==> src/rtl/ex_alu_seq.sv <==
// Execute-stage ALU with a registered result, zero/less-than flags and an optional
// bit-serial shifter that stalls the front end through a ready/valid handshake.
module ex_alu_seq #(
  parameter int DATA_W       = 32,
  parameter bit SERIAL_SHIFT = 1'b1
) (
  input  logic              clock,
  input  logic              reset,
  input  logic              in_valid,
  output logic              in_ready,
  input  logic              flush,
  input  logic [3:0]        ALUOp,
  input  logic [DATA_W-1:0] inA,
  input  logic [DATA_W-1:0] inB,
  output logic              out_valid,
  output logic [DATA_W-1:0] result,
  output logic              zero,
  output logic              lt
);

  localparam logic [3:0] OP_ADD   = 4'd0;
  localparam logic [3:0] OP_SUB   = 4'd1;
  localparam logic [3:0] OP_SUBU  = 4'd2;
  localparam logic [3:0] OP_XOR   = 4'd3;
  localparam logic [3:0] OP_OR    = 4'd4;
  localparam logic [3:0] OP_AND   = 4'd5;
  localparam logic [3:0] OP_SLL   = 4'd6;
  localparam logic [3:0] OP_SRL   = 4'd7;
  localparam logic [3:0] OP_SRA   = 4'd8;
  localparam logic [3:0] OP_SLT   = 4'd9;
  localparam logic [3:0] OP_SLTU  = 4'd10;
  localparam logic [3:0] OP_LUI   = 4'd11;
  localparam logic [3:0] OP_AUIPC = 4'd12;

  typedef enum logic { IDLE, SHIFT } state_t;
  typedef enum logic [1:0] { SH_LL, SH_RL, SH_RA } shift_t;

  state_t              state;
  state_t              state_next;
  shift_t              sh_kind;
  logic [DATA_W-1:0]   work;
  logic [DATA_W-1:0]   work_shifted;
  logic [4:0]          cnt;
  logic [4:0]          shamt;
  logic                is_shift;
  logic                accept;
  logic                start_serial;
  logic                lt_s;
  logic                lt_u;
  logic [DATA_W-1:0]   alu_res;
  logic                alu_lt;

  assign shamt        = inB[4:0];
  assign is_shift     = (ALUOp == OP_SLL) || (ALUOp == OP_SRL) || (ALUOp == OP_SRA);
  assign in_ready     = (state == IDLE);
  assign accept       = in_valid && in_ready && !flush;
  // A zero-distance shift finishes through the single-cycle path.
  assign start_serial = accept && SERIAL_SHIFT && is_shift && (shamt != 5'd0);
  assign lt_s         = $signed(inA) < $signed(inB);
  assign lt_u         = inA < inB;

  // NOTE: every always_comb output gets a default first so no path leaves it
  // unassigned; a missing default is how latches get inferred.
  always_comb begin
    alu_res = inA + inB;
    alu_lt  = 1'b0;
    case (ALUOp)
      OP_ADD, OP_AUIPC: alu_res = inA + inB;
      OP_SUB:  begin alu_res = inA - inB; alu_lt = lt_s; end
      OP_SUBU: begin alu_res = inA - inB; alu_lt = lt_u; end
      OP_XOR:  alu_res = inA ^ inB;
      OP_OR:   alu_res = inA | inB;
      OP_AND:  alu_res = inA & inB;
      OP_SLL:  alu_res = SERIAL_SHIFT ? inA : (inA << shamt);
      OP_SRL:  alu_res = SERIAL_SHIFT ? inA : (inA >> shamt);
      OP_SRA:  alu_res = SERIAL_SHIFT ? inA : DATA_W'($signed(inA) >>> shamt);
      OP_SLT:  begin alu_res = {{(DATA_W-1){1'b0}}, lt_s}; alu_lt = lt_s; end
      OP_SLTU: begin alu_res = {{(DATA_W-1){1'b0}}, lt_u}; alu_lt = lt_u; end
      OP_LUI:  alu_res = inB;
      default: alu_res = inA + inB;
    endcase
  end

  always_comb begin
    work_shifted = work;
    case (sh_kind)
      SH_LL:   work_shifted = {work[DATA_W-2:0], 1'b0};
      SH_RL:   work_shifted = {1'b0, work[DATA_W-1:1]};
      SH_RA:   work_shifted = {work[DATA_W-1], work[DATA_W-1:1]};
      default: work_shifted = work;
    endcase
  end

  always_comb begin
    state_next = state;
    case (state)
      IDLE:    if (start_serial) state_next = SHIFT;
      SHIFT:   if (flush || cnt == 5'd1) state_next = IDLE;
      default: state_next = IDLE;
    endcase
  end

  // NOTE: sequential state is updated with non-blocking assignments so every
  // register samples pre-edge values regardless of process ordering.
  always_ff @(posedge clock or posedge reset) begin
    if (reset) state <= IDLE;
    else       state <= state_next;
  end

  always_ff @(posedge clock or posedge reset) begin
    if (reset) begin
      out_valid <= 1'b0;
      result    <= '0;
      zero      <= 1'b0;
      lt        <= 1'b0;
      work      <= '0;
      cnt       <= 5'd0;
      sh_kind   <= SH_LL;
    end else begin
      out_valid <= 1'b0;
      if (state == SHIFT) begin
        work <= work_shifted;
        cnt  <= cnt - 5'd1;
        if (flush) begin
          cnt <= 5'd0;
        end else if (cnt == 5'd1) begin
          result    <= work_shifted;
          zero      <= (work_shifted == '0);
          lt        <= 1'b0;
          out_valid <= 1'b1;
        end
      end else if (start_serial) begin
        work <= inA;
        cnt  <= shamt;
        case (ALUOp)
          OP_SLL:  sh_kind <= SH_LL;
          OP_SRL:  sh_kind <= SH_RL;
          default: sh_kind <= SH_RA;
        endcase
      end else if (accept) begin
        result    <= alu_res;
        zero      <= (alu_res == '0);
        lt        <= alu_lt;
        out_valid <= 1'b1;
      end
    end
  end

endmodule

==> config.mk <==
export PLATFORM = sky130hd
export DESIGN_NAME = ex_alu_seq
export DESIGN_NICKNAME = d
export VERILOG_FILES = /design/src/rtl/ex_alu_seq.sv
export SDC_FILE = /design/constraint.sdc
export NUM_CORES = 1
export LEC_CHECK = 0
export ABC_CLOCK_PERIOD_IN_PS = 2850
export CORE_UTILIZATION = 35
export CTS_CLUSTER_SIZE = 25
export DETAILED_ROUTE_END_ITERATION = 10
export PLACE_DENSITY = 0.53
export SYNTH_ARGS = -nofsm -noshare
export SYNTH_HDL_FRONTEND = slang
export SYNTH_SLANG_ARGS = --single-unit
==> constraint.sdc <==
create_clock -name clock -period 2.85 [get_ports clock]
set_input_delay 0.57 -clock clock [delete_from_list [all_inputs] [get_ports clock]]
set_output_delay 0.57 -clock clock [all_outputs]
set_load 0.02 [all_outputs]
==> impl_metrics.ini <==
[status]
status = complete, but fails checks
violations = setup timing

[synth]
syn_inst = 1413
yosys.area.top_type = dfrtp_1
avgSynthCellArea_sq_um = 7.274
async_flop_share_pct = 100.0
ys_ff_latch = 75
yosysSeqAreaShare_pct = 18.26
synth_top_area_share_pct = 18.26
synth_top_family_by_area = compound AO/OA/AOI/OAI gates
synth_edf_count = 0
synth.area.top_cells = dfrtp_1 (18%), ha_1 (12%), o21ai_0 (5.1%), nand2_1 (5.0%), a21oi_1 (4.9%)
synthAdderAreaFrac_pct = 12.32
synth_xor_area_share_pct = 0.5113
synth_compound_area_share_pct = 36.03
synth_mux_area_share_pct = 2.313
ys.flop_type = dfrtp_1
yosys.area_share.simple_pct = 22.70
synthesis.area_sq_um = 10280
syn-num-nets = 1585
synth_warnings = 0
ys_types = 92

[clock_tree]
cts_max_level = 3
clk_latency_ns = 0.33
clk_pin_slew_worst_paths_ns = 0.06
cts_made_buffers = 9
clock_sinks = 75
cts_root_buf = clkbuf_16
clk_path_buf_depth = 2
cts_tree = done

[layout]
final_cell_area_sq_um = 18100
nNetsFinal = 2151
areaGrowthSynthToFinish_pct = 76.14
final_layout_size_suffix_gt1_share_pct = 45.97

[placed_design]
port_buffers = 107
dpl.hpwl_microns = 39620
postPlaceCellArea_sq_um = 15320
gp_congestion = 0.9918

[floorplanning]
row_count = 62
die_h_microns = 173.4
io_pins = 108
dieArea_sq_um = 30060
start_util_pct = 35.71
core_sq_um = 28780
die_x_microns = 173.4

[hold_path]
min-delay-start = result[1]
hold_path_end = result[1]
holdPathStages = 1
hp-class = reg2reg

[timing]
rsz0062_at_grt = true
whs_ns = 0.4717
setup_viol = 21
finalCritPeriodShare_pct = 129.0
tightest_slew_ns = 0.8127
fin_crit_ns = 3.676
drv_slew = 0
tns_ns = -7.638
finalHoldViolations = 0
skew_ns = 0.007409
fin_ws_ns = -0.8256
fmax_mhz = 272.1
maxSlewHeadroom_pct = 45.24

[setup_path]
worstPathArrival_ns = 3.89
rr_worst_depth = 14
worstPathRequired_ns = 3.07
startpoint_type = input pin
critPathCaptureType = flip-flop
setup.reg_to_reg.worst_slack_ns = -0.28
cp_max_fo = 3
r2r_start = cnt[1]
r2r_end = zero
crit_type = in2reg

[drt]
ant_nets = 0
totalWireLength_microns = 50710
drt_iter0_markers = 1272
vias = 13765
vias_per_cell = 5.810
drtPass1Iterations = 5
wl_per_cell_microns = 21.40
drc = 0

[global_route]
antenna_found_initial = 1
grt_pass1_vias = 13458
grt_max_degree = 56
track_usage_pct = 33.24
grt.overflow.total = 0
grt_pass1_wl_microns = 77860

[pwr]
pwr_density_cell_nw_per_um2 = 440.8
power_leakage_nw = 7.994
peakVddDrop_mv = 0.3235

[job]
drv_cap = 0
per-stage QoR:
| stage | total power, mW | std cells | util [%] | setup slack, ns |
|---|---|---|---|---|
| 2_1_floorplan | 3.863 | 1413 | - | -0.6165 |
| 3_3_place_gp | 5.824 | 2279 | 53.24 | -1.668 |
| 3_5_place_dp | 5.865 | 2279 | 53.24 | -1.687 |
| 4_1_cts | 7.749 | 2363 | 61.49 | -0.7168 |
| 5_1_grt | 8.446 | 2368 | 62.90 | -0.8691 |
| 6_report | 7.981 | 2369 | 62.91 | -0.8256 |
layer usage:
layer	vias to the layer above	routed length [microns]	track usage, %
li1	6409	-	-
met1	6725	22890	46.60
met2	558	22860	53.33
met3	73	3595	3.618
met4	0	1360	10.10
met5	-	0	0
registers in the layout (all words and copies together) (netlist names):
| name | count |
|---|---|
| out_valid | 1 |
| zero | 1 |
| state | 1 |
| cnt | 5 |
| sh_kind | 2 |
| work | 32 |
| result | 32 |
| lt | 1 |
kinds of logic after synthesis:
group,Yosys count
adders and majority gates,100
AOI/OAI and AO/OA,535
DFF,75
buffers and inverters,208
muxes,23
xor gates and xnor gates,6
and+or+nand+nor,466
critical path: stages:
cell      delay, ns
buf_8          0.10
buf_6          0.12
ha_4           0.16
fa_2           0.37
a211oi_4       0.26
buf_4          0.15
o211ai_1       0.16
a21oi_2        0.29
a31oi_4        0.16
o211ai_1       0.19
buf_4          0.15
o21ai_2        0.05
a21oi_2        0.17
xnor2_2        0.09
a221oi_2       0.37
buf_4          0.18
o21bai_1       0.05
mux2_4         0.28
layout by cell type (no fill, tap or decap), types with 13 or more instances in the layout:
cell / synthesis / final
inv_1: 104 / 50
a22oi_1: 29 / 26
dlygate4sd2_1: 0 / 21
a21oi_1: 101 / 67
o22ai_1: 20 / 16
clkdlybuf4s50_1: 0 / 49
nand2_1: 137 / 135
mux2i_1: 17 / 13
o221ai_1: 21 / 21
a221o_1: 22 / 22
buf_2: 13 / 15
ha_1: 98 / 55
nor3_1: 21 / 13
nor2_1: 115 / 100
a31oi_1: 26 / 14
dfrtp_1: 75 / 73
o21ai_1: 3 / 17
o211ai_1: 58 / 58
nand2b_1: 35 / 31
buf_4: 1 / 488
ha_4: 0 / 33
a22o_1: 13 / 13
a21oi_2: 1 / 26
nand3_1: 30 / 20
inv_2: 0 / 50
buf_6: 1 / 56
o21ai_0: 105 / 81
cell usage after synthesis, types with 13 or more instances:
cell      count
o211ai_1     58
o221ai_1     21
ha_1         98
buf_2        13
a31oi_1      26
nor3_1       21
clkbuf_1     76
a211oi_1     18
nor2b_1      17
nor4_1       18
nand3_1      30
or3_1        17
a22o_1       13
a221o_1      22
inv_1       104
dfrtp_1      75
o22ai_1      20
nand2_1     137
nor2_1      115
o21ai_0     105
mux2i_1      17
a21oi_1     101
nand2b_1     35
a22oi_1      29
power breakdown:
group          switching (mW)  total, mW  internal, mW
registers               0.351       1.79          1.44
clock network           0.428       1.30         0.876
logic                    2.55       4.88          2.34
total                    3.33       7.98          4.65
worst max-delay path by stage:
stage               startpoint          to  slack [ns]  cells past startpoint
floorplan              inB[13]        zero       -0.62                     14
global placement        inA[6]        zero       -1.67                     16
detailed placement     inB[13]        zero       -1.69                     15
CTS                     inA[0]  result[24]       -0.72                     18
global route            inA[0]  result[24]       -0.87                     18
finish                  inA[0]  result[24]       -0.83                     18
cell type report:
class	instances	area, sq um
diodes	1	2.502
clock buffers	11	242.7
repair buffers	658	5495
clock inverters	5	100.1
well taps	384	480.5
flip-flops and latches	75	1879
inverters	105	416.7
fillers	2569	10680
multi-input cells	1130	9488
what timing repair did:
| action | 4_1_cts | 5_1_grt |
|---|---|---|
| setup buffers | 73 | 12 |
| hold buffers | 0 | 0 |
| pin swaps | 128 | 69 |
| cloned | 3 | 0 |
| gates resized for setup | 507 | 94 |
| setup endpoints to repair | 31 | 28 |
Note: power is estimated with default switching activity, not from simulation.
